<file path="src/rtl/order_pkg.sv">
// Shared types for the order generator: order encodings, FSM states and the
// per-order attribute record carried through the order FIFO.
package order_pkg;

  typedef enum logic {
    ORD_NEW    = 1'b0,
    ORD_CANCEL = 1'b1
  } order_type_e;

  typedef enum logic {
    SIDE_BUY  = 1'b0,
    SIDE_SELL = 1'b1
  } order_side_e;

  typedef enum logic [2:0] {
    ST_IDLE    = 3'd0,
    ST_CXL_BID = 3'd1,
    ST_NEW_BID = 3'd2,
    ST_CXL_ASK = 3'd3,
    ST_NEW_ASK = 3'd4
  } state_e;

  // Instrument-width-independent order attributes; stock id and price travel
  // alongside because their widths are set by the top-level parameters.
  typedef struct packed {
    order_type_e otype;
    order_side_e side;
    logic [15:0] qty;
  } order_t;

  // First state after 'cur' in the fixed CXL_BID..NEW_ASK sequence whose
  // need bit is set; IDLE when none remain.
  // need[0]=CXL_BID, need[1]=NEW_BID, need[2]=CXL_ASK, need[3]=NEW_ASK.
  function automatic state_e next_after(state_e cur, logic [3:0] need);
    logic [3:0] mask;
    logic [3:0] pend;
    unique case (cur)
      ST_IDLE:    mask = 4'b1111;
      ST_CXL_BID: mask = 4'b1110;
      ST_NEW_BID: mask = 4'b1100;
      ST_CXL_ASK: mask = 4'b1000;
      default:    mask = 4'b0000;
    endcase
    pend = need & mask;
    if (pend[0])      next_after = ST_CXL_BID;
    else if (pend[1]) next_after = ST_NEW_BID;
    else if (pend[2]) next_after = ST_CXL_ASK;
    else if (pend[3]) next_after = ST_NEW_ASK;
    else              next_after = ST_IDLE;
  endfunction

endpackage

</file>
<file path="src/rtl/order_fifo.sv">
// Synchronous first-word-fall-through FIFO; the head entry is always visible
// on o_data while not empty. Push on a full FIFO is accepted when a pop
// happens in the same cycle.
module order_fifo #(
  parameter int unsigned WIDTH = 8,
  parameter int unsigned DEPTH = 8
) (
  input  logic             i_clk,
  input  logic             i_reset_n,
  input  logic             i_push,
  input  logic [WIDTH-1:0] i_push_data,
  input  logic             i_pop,
  output logic [WIDTH-1:0] o_data,
  output logic             o_empty,
  output logic             o_full
);

  localparam int unsigned AW = $clog2(DEPTH);
  localparam logic [AW:0] PTR_ONE = {{AW{1'b0}}, 1'b1};

  logic [WIDTH-1:0] mem [DEPTH];
  logic [AW:0]      wr_ptr;
  logic [AW:0]      rd_ptr;
  logic             do_pop;
  logic             do_push;

  // Status flags and accepted push/pop qualifiers.
  always_comb begin
    o_empty = (wr_ptr == rd_ptr);
    o_full  = (wr_ptr[AW] != rd_ptr[AW]) && (wr_ptr[AW-1:0] == rd_ptr[AW-1:0]);
    do_pop  = i_pop && !o_empty;
    do_push = i_push && (!o_full || do_pop);
    o_data  = mem[rd_ptr[AW-1:0]];
  end

  // Pointer registers.
  always_ff @(posedge i_clk or negedge i_reset_n) begin
    if (!i_reset_n) begin
      wr_ptr <= '0;
      rd_ptr <= '0;
    end else begin
      if (do_push) wr_ptr <= wr_ptr + PTR_ONE;
      if (do_pop)  rd_ptr <= rd_ptr + PTR_ONE;
    end
  end

  // Storage array; contents are don't-care while the pointers say empty.
  always_ff @(posedge i_clk) begin
    if (do_push) mem[wr_ptr[AW-1:0]] <= i_push_data;
  end

endmodule

</file>
<file path="src/rtl/order_gen.sv">
// Order generator: turns per-instrument desired bid/ask quotes into
// CANCEL/NEW orders against a quote table, queued in an FWFT order FIFO.
module order_gen
  import order_pkg::*;
#(
  parameter int unsigned DATA_WIDTH = 32,
  parameter int unsigned NUM_STOCKS = 4,
  parameter int unsigned FIFO_DEPTH = 8,
  parameter logic [15:0] ORDER_QTY  = 16'd100
) (
  input  logic                          i_clk,
  input  logic                          i_reset_n,
  input  logic [$clog2(NUM_STOCKS)-1:0] i_stock_id,
  input  logic [DATA_WIDTH-1:0]         i_buy_price,
  input  logic [DATA_WIDTH-1:0]         i_sell_price,
  input  logic                          i_data_valid,
  input  logic                          i_order_ready,
  output logic                          o_order_valid,
  output logic                          o_order_type,
  output logic                          o_order_side,
  output logic [$clog2(NUM_STOCKS)-1:0] o_order_stock_id,
  output logic [DATA_WIDTH-1:0]         o_order_price,
  output logic [15:0]                   o_order_qty,
  output logic [15:0]                   o_drop_count
);

  localparam int unsigned ID_W  = $clog2(NUM_STOCKS);
  localparam int unsigned PAY_W = $bits(order_t) + ID_W + DATA_WIDTH;

  state_e state;
  state_e state_d;

  // Skid register: one pending quote.
  logic                  skid_valid;
  logic [ID_W-1:0]       skid_id;
  logic [DATA_WIDTH-1:0] skid_bid;
  logic [DATA_WIDTH-1:0] skid_ask;

  // Working quote being processed by the FSM.
  logic [ID_W-1:0]       w_id;
  logic [DATA_WIDTH-1:0] w_bid;
  logic [DATA_WIDTH-1:0] w_ask;

  // Quote table.
  logic [DATA_WIDTH-1:0] bid_price [NUM_STOCKS];
  logic [DATA_WIDTH-1:0] ask_price [NUM_STOCKS];
  logic [NUM_STOCKS-1:0] bid_active;
  logic [NUM_STOCKS-1:0] ask_active;

  logic                  bypass;
  logic                  consume;
  logic                  start;
  logic                  skid_load;
  logic                  drop;
  logic [ID_W-1:0]       src_id;
  logic [DATA_WIDTH-1:0] src_bid;
  logic [DATA_WIDTH-1:0] src_ask;
  logic [DATA_WIDTH-1:0] tbl_bid;
  logic [DATA_WIDTH-1:0] tbl_ask;
  logic                  tbl_bid_act;
  logic                  tbl_ask_act;
  logic [3:0]            need;
  logic                  cur_need;

  logic                  push;
  logic                  pop;
  logic                  space;
  logic                  fifo_empty;
  logic                  fifo_full;
  order_t                ord_hdr;
  logic [DATA_WIDTH-1:0] ord_price;
  logic [PAY_W-1:0]      fifo_wdata;
  logic [PAY_W-1:0]      fifo_rdata;
  order_t                head_hdr;
  logic [ID_W-1:0]       head_id;
  logic [DATA_WIDTH-1:0] head_price;

  // Quote intake: an idle FSM with an empty skid takes the strobed quote
  // directly so the first order can appear two cycles after the strobe;
  // otherwise the strobe lands in the skid, overwriting any unconsumed quote.
  always_comb begin
    bypass    = (state == ST_IDLE) && !skid_valid && i_data_valid;
    consume   = (state == ST_IDLE) && skid_valid;
    start     = bypass || consume;
    skid_load = i_data_valid && !bypass;
    drop      = skid_load && skid_valid && !consume;
    if (state != ST_IDLE) begin
      src_id  = w_id;
      src_bid = w_bid;
      src_ask = w_ask;
    end else if (skid_valid) begin
      src_id  = skid_id;
      src_bid = skid_bid;
      src_ask = skid_ask;
    end else begin
      src_id  = i_stock_id;
      src_bid = i_buy_price;
      src_ask = i_sell_price;
    end
  end

  // Table lookup and per-step order requirements. Needs are derived from the
  // table as it stood before this quote's updates; ask entries are untouched
  // by the bid steps, so the flags stay valid through the whole sequence.
  always_comb begin
    tbl_bid     = bid_price[src_id];
    tbl_ask     = ask_price[src_id];
    tbl_bid_act = bid_active[src_id];
    tbl_ask_act = ask_active[src_id];
    need[0]     = tbl_bid_act && (src_bid != tbl_bid);
    need[1]     = (src_bid != '0) && (!tbl_bid_act || (src_bid != tbl_bid));
    need[2]     = tbl_ask_act && (src_ask != tbl_ask);
    need[3]     = (src_ask != '0) && (!tbl_ask_act || (src_ask != tbl_ask));
  end

  // Next-state and FIFO write generation. States with nothing to send are
  // passed over in the transition itself, so only writing states take cycles.
  always_comb begin
    state_d   = state;
    push      = 1'b0;
    cur_need  = 1'b0;
    ord_hdr   = '{otype: ORD_NEW, side: SIDE_BUY, qty: ORDER_QTY};
    ord_price = w_bid;
    unique case (state)
      ST_CXL_BID: begin
        cur_need  = need[0];
        ord_hdr   = '{otype: ORD_CANCEL, side: SIDE_BUY, qty: 16'd0};
        ord_price = tbl_bid;
      end
      ST_NEW_BID: begin
        cur_need  = need[1];
        ord_hdr   = '{otype: ORD_NEW, side: SIDE_BUY, qty: ORDER_QTY};
        ord_price = w_bid;
      end
      ST_CXL_ASK: begin
        cur_need  = need[2];
        ord_hdr   = '{otype: ORD_CANCEL, side: SIDE_SELL, qty: 16'd0};
        ord_price = tbl_ask;
      end
      ST_NEW_ASK: begin
        cur_need  = need[3];
        ord_hdr   = '{otype: ORD_NEW, side: SIDE_SELL, qty: ORDER_QTY};
        ord_price = w_ask;
      end
      default: ;
    endcase
    if (state == ST_IDLE) begin
      if (start) state_d = next_after(ST_IDLE, need);
    end else if (!cur_need) begin
      state_d = next_after(state, need);
    end else if (space) begin
      push    = 1'b1;
      state_d = next_after(state, need);
    end
  end

  // FSM state register.
  always_ff @(posedge i_clk or negedge i_reset_n) begin
    if (!i_reset_n) state <= ST_IDLE;
    else            state <= state_d;
  end

  // Skid register, working quote and saturating drop counter.
  always_ff @(posedge i_clk or negedge i_reset_n) begin
    if (!i_reset_n) begin
      skid_valid   <= 1'b0;
      skid_id      <= '0;
      skid_bid     <= '0;
      skid_ask     <= '0;
      w_id         <= '0;
      w_bid        <= '0;
      w_ask        <= '0;
      o_drop_count <= '0;
    end else begin
      if (skid_load) begin
        skid_valid <= 1'b1;
        skid_id    <= i_stock_id;
        skid_bid   <= i_buy_price;
        skid_ask   <= i_sell_price;
      end else if (consume) begin
        skid_valid <= 1'b0;
      end
      if (start) begin
        w_id  <= src_id;
        w_bid <= src_bid;
        w_ask <= src_ask;
      end
      if (drop && (o_drop_count != '1)) o_drop_count <= o_drop_count + 16'd1;
    end
  end

  // Quote table updates, applied only on the cycle the order is written.
  always_ff @(posedge i_clk or negedge i_reset_n) begin
    if (!i_reset_n) begin
      bid_active <= '0;
      ask_active <= '0;
      for (int unsigned i = 0; i < NUM_STOCKS; i++) begin
        bid_price[i] <= '0;
        ask_price[i] <= '0;
      end
    end else if (push) begin
      unique case (state)
        ST_CXL_BID: bid_active[w_id] <= 1'b0;
        ST_NEW_BID: begin
          bid_active[w_id] <= 1'b1;
          bid_price[w_id]  <= w_bid;
        end
        ST_CXL_ASK: ask_active[w_id] <= 1'b0;
        ST_NEW_ASK: begin
          ask_active[w_id] <= 1'b1;
          ask_price[w_id]  <= w_ask;
        end
        default: ;
      endcase
    end
  end

  // FIFO handshake: a write may proceed into a full FIFO when the head leaves
  // in the same cycle.
  always_comb begin
    pop        = !fifo_empty && i_order_ready;
    space      = !fifo_full || pop;
    fifo_wdata = {ord_hdr, w_id, ord_price};
  end

  order_fifo #(
    .WIDTH (PAY_W),
    .DEPTH (FIFO_DEPTH)
  ) u_fifo (
    .i_clk       (i_clk),
    .i_reset_n   (i_reset_n),
    .i_push      (push),
    .i_push_data (fifo_wdata),
    .i_pop       (pop),
    .o_data      (fifo_rdata),
    .o_empty     (fifo_empty),
    .o_full      (fifo_full)
  );

  // Head-of-queue outputs, forced to zero while no order is presented.
  always_comb begin
    {head_hdr, head_id, head_price} = fifo_rdata;
    o_order_valid    = !fifo_empty;
    o_order_type     = 1'b0;
    o_order_side     = 1'b0;
    o_order_stock_id = '0;
    o_order_price    = '0;
    o_order_qty      = '0;
    if (o_order_valid) begin
      o_order_type     = head_hdr.otype;
      o_order_side     = head_hdr.side;
      o_order_stock_id = head_id;
      o_order_price    = head_price;
      o_order_qty      = head_hdr.qty;
    end
  end

endmodule
</file>
<file path="config.mk">
export PLATFORM = sky130hd
export DESIGN_NAME = order_gen
export DESIGN_NICKNAME = d
export VERILOG_FILES = /design/src/rtl/order_pkg.sv /design/src/rtl/order_fifo.sv /design/src/rtl/order_gen.sv
export SDC_FILE = /design/constraint.sdc
export NUM_CORES = 1
export LEC_CHECK = 0
export ABC_AREA = 1
export CAP_MARGIN = 20
export CORE_MARGIN = 3
export CORE_UTILIZATION = 24
export CTS_CLUSTER_DIAMETER = 40
export DETAILED_ROUTE_END_ITERATION = 7
export MAX_ROUTING_LAYER = met4
export SKIP_LAST_GASP = 1
export SYNTH_ARGS = -nofsm -noshare
export SYNTH_HDL_FRONTEND = slang
export SYNTH_HIERARCHICAL = 1
export SYNTH_SLANG_ARGS = --single-unit
</file>
<file path="constraint.sdc">
create_clock -name i_clk -period 6.9 [get_ports i_clk]
set_input_delay 1.035 -clock i_clk [delete_from_list [all_inputs] [get_ports i_clk]]
set_output_delay 1.035 -clock i_clk [all_outputs]
set_load 0.01 [all_outputs]
</file>
# ---- Word level (Yosys, flattened, before mapping)
# Memories as Yosys holds them, arrays and structs flattened.
# Cells that the tools add are included.
dict set report totals {
  wordCells 157
  input_bits 70
  ram_bits 416
  memories 1
  register_bits 424
}
# memory depth word_bits rd rd_ports_with_merged_regs wr line_no
set mem_list {}
lappend mem_list {u_fifo.mem 8 52 1 0 1 order_fifo.sv:21} ;# logic [WIDTH-1:0] mem [DEPTH];
dict set report classes {
  muxes 63
  n_eq_ne 12
  n_lt_le_gt_ge 6
  reduce_logical 41
  add_sub_neg 3
  n_bitwise 10
}
# operator count
set ops {}
lappend ops {{$mux 32} 10}
lappend ops {{$bwmux 128} 2}
lappend ops {{$bmux 32 s2} 2}
lappend ops {{$pmux 32 s3} 1}
lappend ops {{$demux 32 s2} 1}
lappend ops {{$ne 32x32->1} 2}
lappend ops {{$reduce_bool 32->1} 2}
lappend ops {{$pmux 18 s3} 1}
lappend ops {{$mux 3} 16}
lappend ops {{$mux 4} 7}
lappend ops {{$and 4x4->4} 5}
lappend ops {{$logic_and 1x1->1} 17}
lappend ops {{$add 16x1->16 const B} 1}
lappend ops {{$mux 16} 1}
lappend ops {{$ne 16x16->1 const B} 1}
lappend ops {{$pmux 4 s2} 2}
lappend ops {{$mux 1} 12}
lappend ops {{$pmux 4 s3} 1}
lappend ops {{$reduce_and 2->1} 5}
lappend ops {{$add 4x1->4 const B} 2}
lappend ops {{$or 4x4->4} 2}
lappend ops {{$logic_not 1->1} 7}
lappend ops {{$eq 3x2->1 const B} 2}
lappend ops {{$ge 3x3->1 const B} 2}
lappend ops {{20 further kinds} 31}

# ---- Logic depth before layout (Yosys ltp)
dict set report logic_depth {
  word_depth 20
  depth_mapped 29
  depth_no_buf 25
}

# ---- By module
# The synthesis kept the hierarchy.
# mod instances cells_per_inst area_each_um2
set by_module_without_submodules {}
lappend by_module_without_submodules {order_gen 1 3531 24451.0}
lappend by_module_without_submodules {order_fifo 1 1254 16544.6}

# ---- Worst setup path before layout
# Ideal clock, no wire load.
dict set report synth_timing {
  kind {input to register}
  from {input i_stock_id[0]}
  to {memory u_fifo/mem[2][0] in the netlist's numbering (enable)}
  t_arrival_ps 5253
  slack_ps 1185
  cell_stages 24
  setup_ps 462
  path_buffers 3
  path_cell_list {inv_1 > nand2_1 > nand2_1 > nand2_4 > nand2_2 > buf_4 > buf_2 > nand2_1 > nand2_1 > nand2_1 > nand3_1 > nand2_1 > nand2_1 > nor2_1 > nand2_1 > nor2_1 > nand3_1 > nand3_2 > nand2_1 > nor2_2 > nor2_4 > buf_2 > nand3_1 > nor2_1}
}
dict set report synth_via {
  elab_chain_cells 15
  elab_cells_between_ends 29
  cone_classes {eq/ne (2); mux (17); bitwise (1); reduce/logical (9)}
}
# item line_no
set synth_lines {}
lappend synth_lines {{start: declaration} order_gen.sv:13} ;# input logic [$clog2(NUM_STOCKS)-1:0] i_stock_id,
lappend synth_lines {{$mux 2 (*)} order_gen.sv:91} ;# end else if (skid_valid) begin
lappend synth_lines {{$mux 2 (*)} order_gen.sv:87} ;# if (state != ST_IDLE) begin
lappend synth_lines {{$not 2->3 (implied by the code)} {order_gen.sv:106, order_gen.sv:107}}
lappend synth_lines {{$bmux 32 s2, on equally long branches} {order_gen.sv:107, order_gen.sv:106}}
lappend synth_lines {{$mux 32, on equally long branches (2 in a row)} {order_gen.sv:107, order_gen.sv:106}}
lappend synth_lines {{$ne 32x32->1, on equally long branches} n/a}
lappend synth_lines {{$logic_or 1x1->1, on equally long branches} {order_gen.sv:113, order_gen.sv:111}}
lappend synth_lines {{$logic_and 1x1->1, on equally long branches} {order_gen.sv:113, order_gen.sv:111}}
lappend synth_lines {{$pmux 1 s4 (*)} order_gen.sv:124} ;# unique case (state)
lappend synth_lines {{$mux 1 (*)} order_gen.sv:149} ;# end else if (!cur_need) begin
lappend synth_lines {{$mux 1 (*)} order_gen.sv:147} ;# if (state == ST_IDLE) begin
lappend synth_lines {{net push} order_gen.sv:65} ;# logic push;
lappend synth_lines {{$logic_and 1x1->1 (*)} order_fifo.sv:32} ;# do_push = i_push && (!o_full || do_pop);
lappend synth_lines {{$mux 1 (*)} order_fifo.sv:49} ;# if (do_push) mem[wr_ptr[AW-1:0]] <= i_push_data;
lappend synth_lines {{$mux 1 (implied by the code) (*)} order_fifo.sv:49}
lappend synth_lines {{end: declaration} order_fifo.sv:21}
# The timed path passes the listed nets; every way through them passes the cells marked *. The select of a mux whose other input is x is not followed.

# ---- Worst setup path after layout
dict set report layout_timing {
  from {register state[2]}
  to {memory u_fifo/mem[4][21] in the netlist's numbering (enable)}
}
dict set report layout_via {
  elab_chain_cells 15
  elab_cells_between_ends 38
  cone_classes {eq/ne (6); mux (18); bitwise (1); reduce/logical (13)}
}
# item line_no
set layout_lines {}
lappend layout_lines {{start: declaration} order_gen.sv:30} ;# state_e state;
lappend layout_lines {{start signal: assignment} order_gen.sv:160} ;# else state <= state_d;
lappend layout_lines {{$reduce_bool 3->1} order_gen.sv:87}
lappend layout_lines {{$mux 2} order_gen.sv:87}
lappend layout_lines {{$not 2->3 (implied by the code)} {order_gen.sv:106, order_gen.sv:107}}
lappend layout_lines {{$bmux 32 s2, on equally long branches} {order_gen.sv:107, order_gen.sv:106}}
lappend layout_lines {{$mux 32, on equally long branches (2 in a row)} {order_gen.sv:107, order_gen.sv:106}}
lappend layout_lines {{$ne 32x32->1, on equally long branches} n/a}
lappend layout_lines {{$logic_or 1x1->1, on equally long branches} {order_gen.sv:113, order_gen.sv:111}}
lappend layout_lines {{$logic_and 1x1->1, on equally long branches} {order_gen.sv:113, order_gen.sv:111}}
lappend layout_lines {{$pmux 1 s4} order_gen.sv:124}
lappend layout_lines {{$mux 1} order_gen.sv:149}
lappend layout_lines {{$mux 1 (*)} order_gen.sv:147}
lappend layout_lines {{$logic_and 1x1->1 (*)} order_fifo.sv:32}
lappend layout_lines {{$mux 1 (*)} order_fifo.sv:49}
lappend layout_lines {{$mux 1 (implied by the code) (*)} order_fifo.sv:49}
# Mark *: on every way between the ends. The rest lies on a longest branch, timed or not. The select of a mux whose other input is x is not followed.

==> flow_summary.ini <==
[power]
p_per_area_nw_per_um2 = 549.1
p_comb_share_pct = 48.3
p_int_mw = 14.18
swShare_pct = 47.23
p_leak_nw = 21.04
power.total_mw = 26.87
switchingPower_mw = 12.69
seqPwrFrac_pct = 29.3
p_clk_share_pct = 22.4
irDropWorstVdd_uv = 466.6

[placement]
place_congestion = 0.9155
dp.cells = 7016
pre_cts_ws_ns = 1.148
dp_hpwl_mm = 84.38
io_buffers = 138
placed_cell_area_um2 = 44950

[global_routing]
grt-ovfl-total = 0
grt_pass1_vias = 32560
gr-usage-met3_pct = 3.304
grtUsageTotal_pct = 15.66
grt_max_degree = 224
grt_busiest_layer = met1
grt_pass1_wl_mm = 207.1
grt_use_met1_pct = 22.16
antenna_found_initial = 3
met2_usage_pct = 22.07

[timing]
slew_headroom_pct = 15.28
finalSetupTns_ns = 0
maxSlewViolCount = 0
hold_violations = 0
worst_slack_ns = 1.437
period_share_pct = 79.18
finalSetupViolCount = 0
fin_crit_ns = 5.463
rsz0062_at_grt = false
fmax_ghz = 0.1830
tightest_slew_ns = 1.269
fin_hold_ws_ns = 0.2421
fin_skew_ns = 0.04948

[route]
drtIter0Drc = 3990
drc = 0
wl_mm = 136.8
first_pass_iters = 6
vias_per_cell = 4.839
ant_nets = 0
vias = 35020
wl_per_cell_um = 18.90

[synth]
yosysWarningCount = 6
synth-seq-cells = 840
synth.area.top_cells = edfxtp_1 (30%), dfrtp_1 (26%), nand2_1 (15%)
async_flop_share_pct = 50.48
seq_area_frac_synth_pct = 56.35
syn-instance-count = 4785
syn-mean-instance-area_um2 = 8.568
yosys_most_used_dff = dfrtp_1
synth_area_um2 = 41000
synth-edff-count = 416
yosysTopAreaCellShare_pct = 30.47
synthDistinctLibCells = 39
yosys.area.top_type = edfxtp_1

[clock_tree]
cts_sinks = 840
ctsResizeCount = 0
cts_hold_buf = 0
numCtsBuffers = 113
postCtsSetupRepairBufs = 0
path_clk_slew_ns = 0.06
worstSkewPairLatency_ns = 0.73
htreeDepth = 3
cts_buffer_depth = 3
cts_root_buffer = clkbuf_16
cts_tree = yes

[die]
core_um2 = 169500
dieArea_um2 = 175800
die_y_um = 419.3
fp.dieW_um = 419.3
pin_count = 139
initial_core_util_pct = 24.19
num_rows = 151

[cells_and_area]
multi_input_area_um2 = 15340
final_cell_mix = nand2_1 (1654), dfrtp_1 (420), edfxtp_1 (416)
nets = 4990
final-seq-area_um2 = 23110
fin_area_um2 = 48940
final_cells = 7237
fin_util_pct = 28.88
fillerInstances = 17720
synthToLayoutAreaGrowth_pct = 19.38
final_common_cell = nand2_1
layout-drive-gt1-share_pct = 7.758

[worst_setup_path]
setup.worst_path.end_class = register
crit_path_start_kind = register
critPathBufInv = 6
crit_end = u_fifo/mem[4][21]$_DFFE_PP_
slowest_stage = buf_4
critPathTopFamily = simple AND/OR/NAND/NOR gates
r2r_slack_ns = 1.44
worstReg2RegStart = state[2]$_DFFE_PN0P_
slowest_delay_ns = 0.51
reg2regPathDepth = 24
path_class = reg2reg
critPathMaxFanout = 38
critPathLaunch = state[2]$_DFFE_PN0P_
crit_top_cell = nand2_1
cp.arrival_ns = 5.79
worstSetupPathDepth = 24
reg2reg_to = u_fifo/mem[4][21]$_DFFE_PP_
required_ns = 7.22
path_cells = inv_1, nand3_2, buf_4, nand2_1, nand2_4, clkinv_2, buf_12, nand3_1, nand2_1, nand2_1, nand2_1, nand2_1, nor2_1, nand2_1, nor2_1, nand3_1, nand3_2, nand2_1, nor2_2, nor2_4, buf_4, nand3_1, nor2_4, buf_4

[worst_hold_path]
worstHoldPathType = in2async

[run_status]
status = finished, final reports clean

[job]
drv_cap = 0
layer usage:
metal / vias to the layer above / part of all wire (%)
li1: 16150 / -
met1: 16970 / 45
met2: 1650 / 42
met3: 249 / 9.6
met4: 0 / 3.4
met5: - / 0
logic make-up (layout without fill, tap and decap cells):
kind of cell             Yosys count  count (layout)  share of synthesized area, %
XOR/XNOR                          20              20                        0.4273
AND/OR/NAND/NOR                 2685            2685                         28.02
buffers and inverters            707             833                         7.569
adder cells (fa/ha/maj)            3               3                       0.09157
multiplexers                      39              39                         1.068
AO/OA/AOI/OAI                    490             490                         6.461
other                              1             109                      0.009147
flip-flops                       840             840                         56.35
worst min-delay path by stage:
| stage | startpoint | to | slack [ns] | depth (start not counted) |
|---|---|---|---|---|
| 6_report | i_reset_n | skid_bid[28]$_DFFE_PN0P_ | 0.24 | 1 |
| 5_1_grt | i_reset_n | skid_bid[3]$_DFFE_PN0P_ | 0.25 | 1 |
| 4_1_cts | i_reset_n | skid_bid[28]$_DFFE_PN0P_ | 0.22 | 1 |
| 3_5_place_dp | register | register | 0.46 | 2 |
| 3_3_place_gp | register | register | 0.45 | 2 |
| 2_1_floorplan | register | register | 0.44 | 2 |
worst register-to-register path, cell delays in order (launching register included):
cell and delay (ns):
dfrtp_1 0.42, inv_1 0.16, nand3_2 0.16, buf_4 0.43, nand2_1 0.28, nand2_4 0.33
clkinv_2 0.26, buf_12 0.23, nand3_1 0.13, nand2_1 0.16, nand2_1 0.10, nand2_1 0.11
nand2_1 0.08, nor2_1 0.04, nand2_1 0.06, nor2_1 0.09, nand3_1 0.14, nand3_2 0.11
nand2_1 0.13, nor2_2 0.07, nor2_4 0.14, buf_4 0.40, nand3_1 0.35, nor2_4 0.18
buf_4 0.51
power groups by stage:
| stage | Sequential (mW) | Clock (mW) | Combinational [mW] |
|---|---|---|---|
| detailed placement | 7.93 | 0 | 12.7 |
| floorplan | 7.57 | 0 | 8.30 |
| global placement | 7.92 | 0 | 12.6 |
| global route | 8.02 | 6.33 | 14.2 |
| CTS | 7.85 | 6.12 | 12.8 |
| finish | 7.88 | 6.02 | 13.0 |
cell type report:
| class | count | area share (%) |
|---|---|---|
| inverters | 389 | 2.999 |
| multi-input cells | 3341 | 31.34 |
| diodes | 5 | 0.02557 |
| flip-flops and latches | 840 | 47.22 |
| well taps | 2218 | 5.670 |
| clock buffers | 134 | 6.126 |
| repair buffers | 232 | 4.707 |
| clock inverters | 78 | 1.910 |
cells in the mapped netlist, types with 44 or more instances:
master    count
o22ai_1     104
dfrtp_1     424
o21ai_0     326
nor2_1      300
edfxtp_1    416
nand3_1     389
buf_1        44
buf_2        87
nand4_1     303
clkbuf_1    127
inv_1       382
nand2_1    1655
sequential cells by signal (all words and copies together), names as in the netlist, 3 cells and up, named ones only:
| name | cells |
|---|---|
| u_fifo/mem | 416 |
| skid_ask | 32 |
| w_ask | 32 |
| w_bid | 32 |
| bid_price | 128 |
| u_fifo/wr_ptr | 4 |
| u_fifo/rd_ptr | 4 |
| ask_price | 128 |
| skid_bid | 32 |
| o_drop_count | 16 |
| state | 3 |
Note: power is estimated with default switching activity, not from simulation.
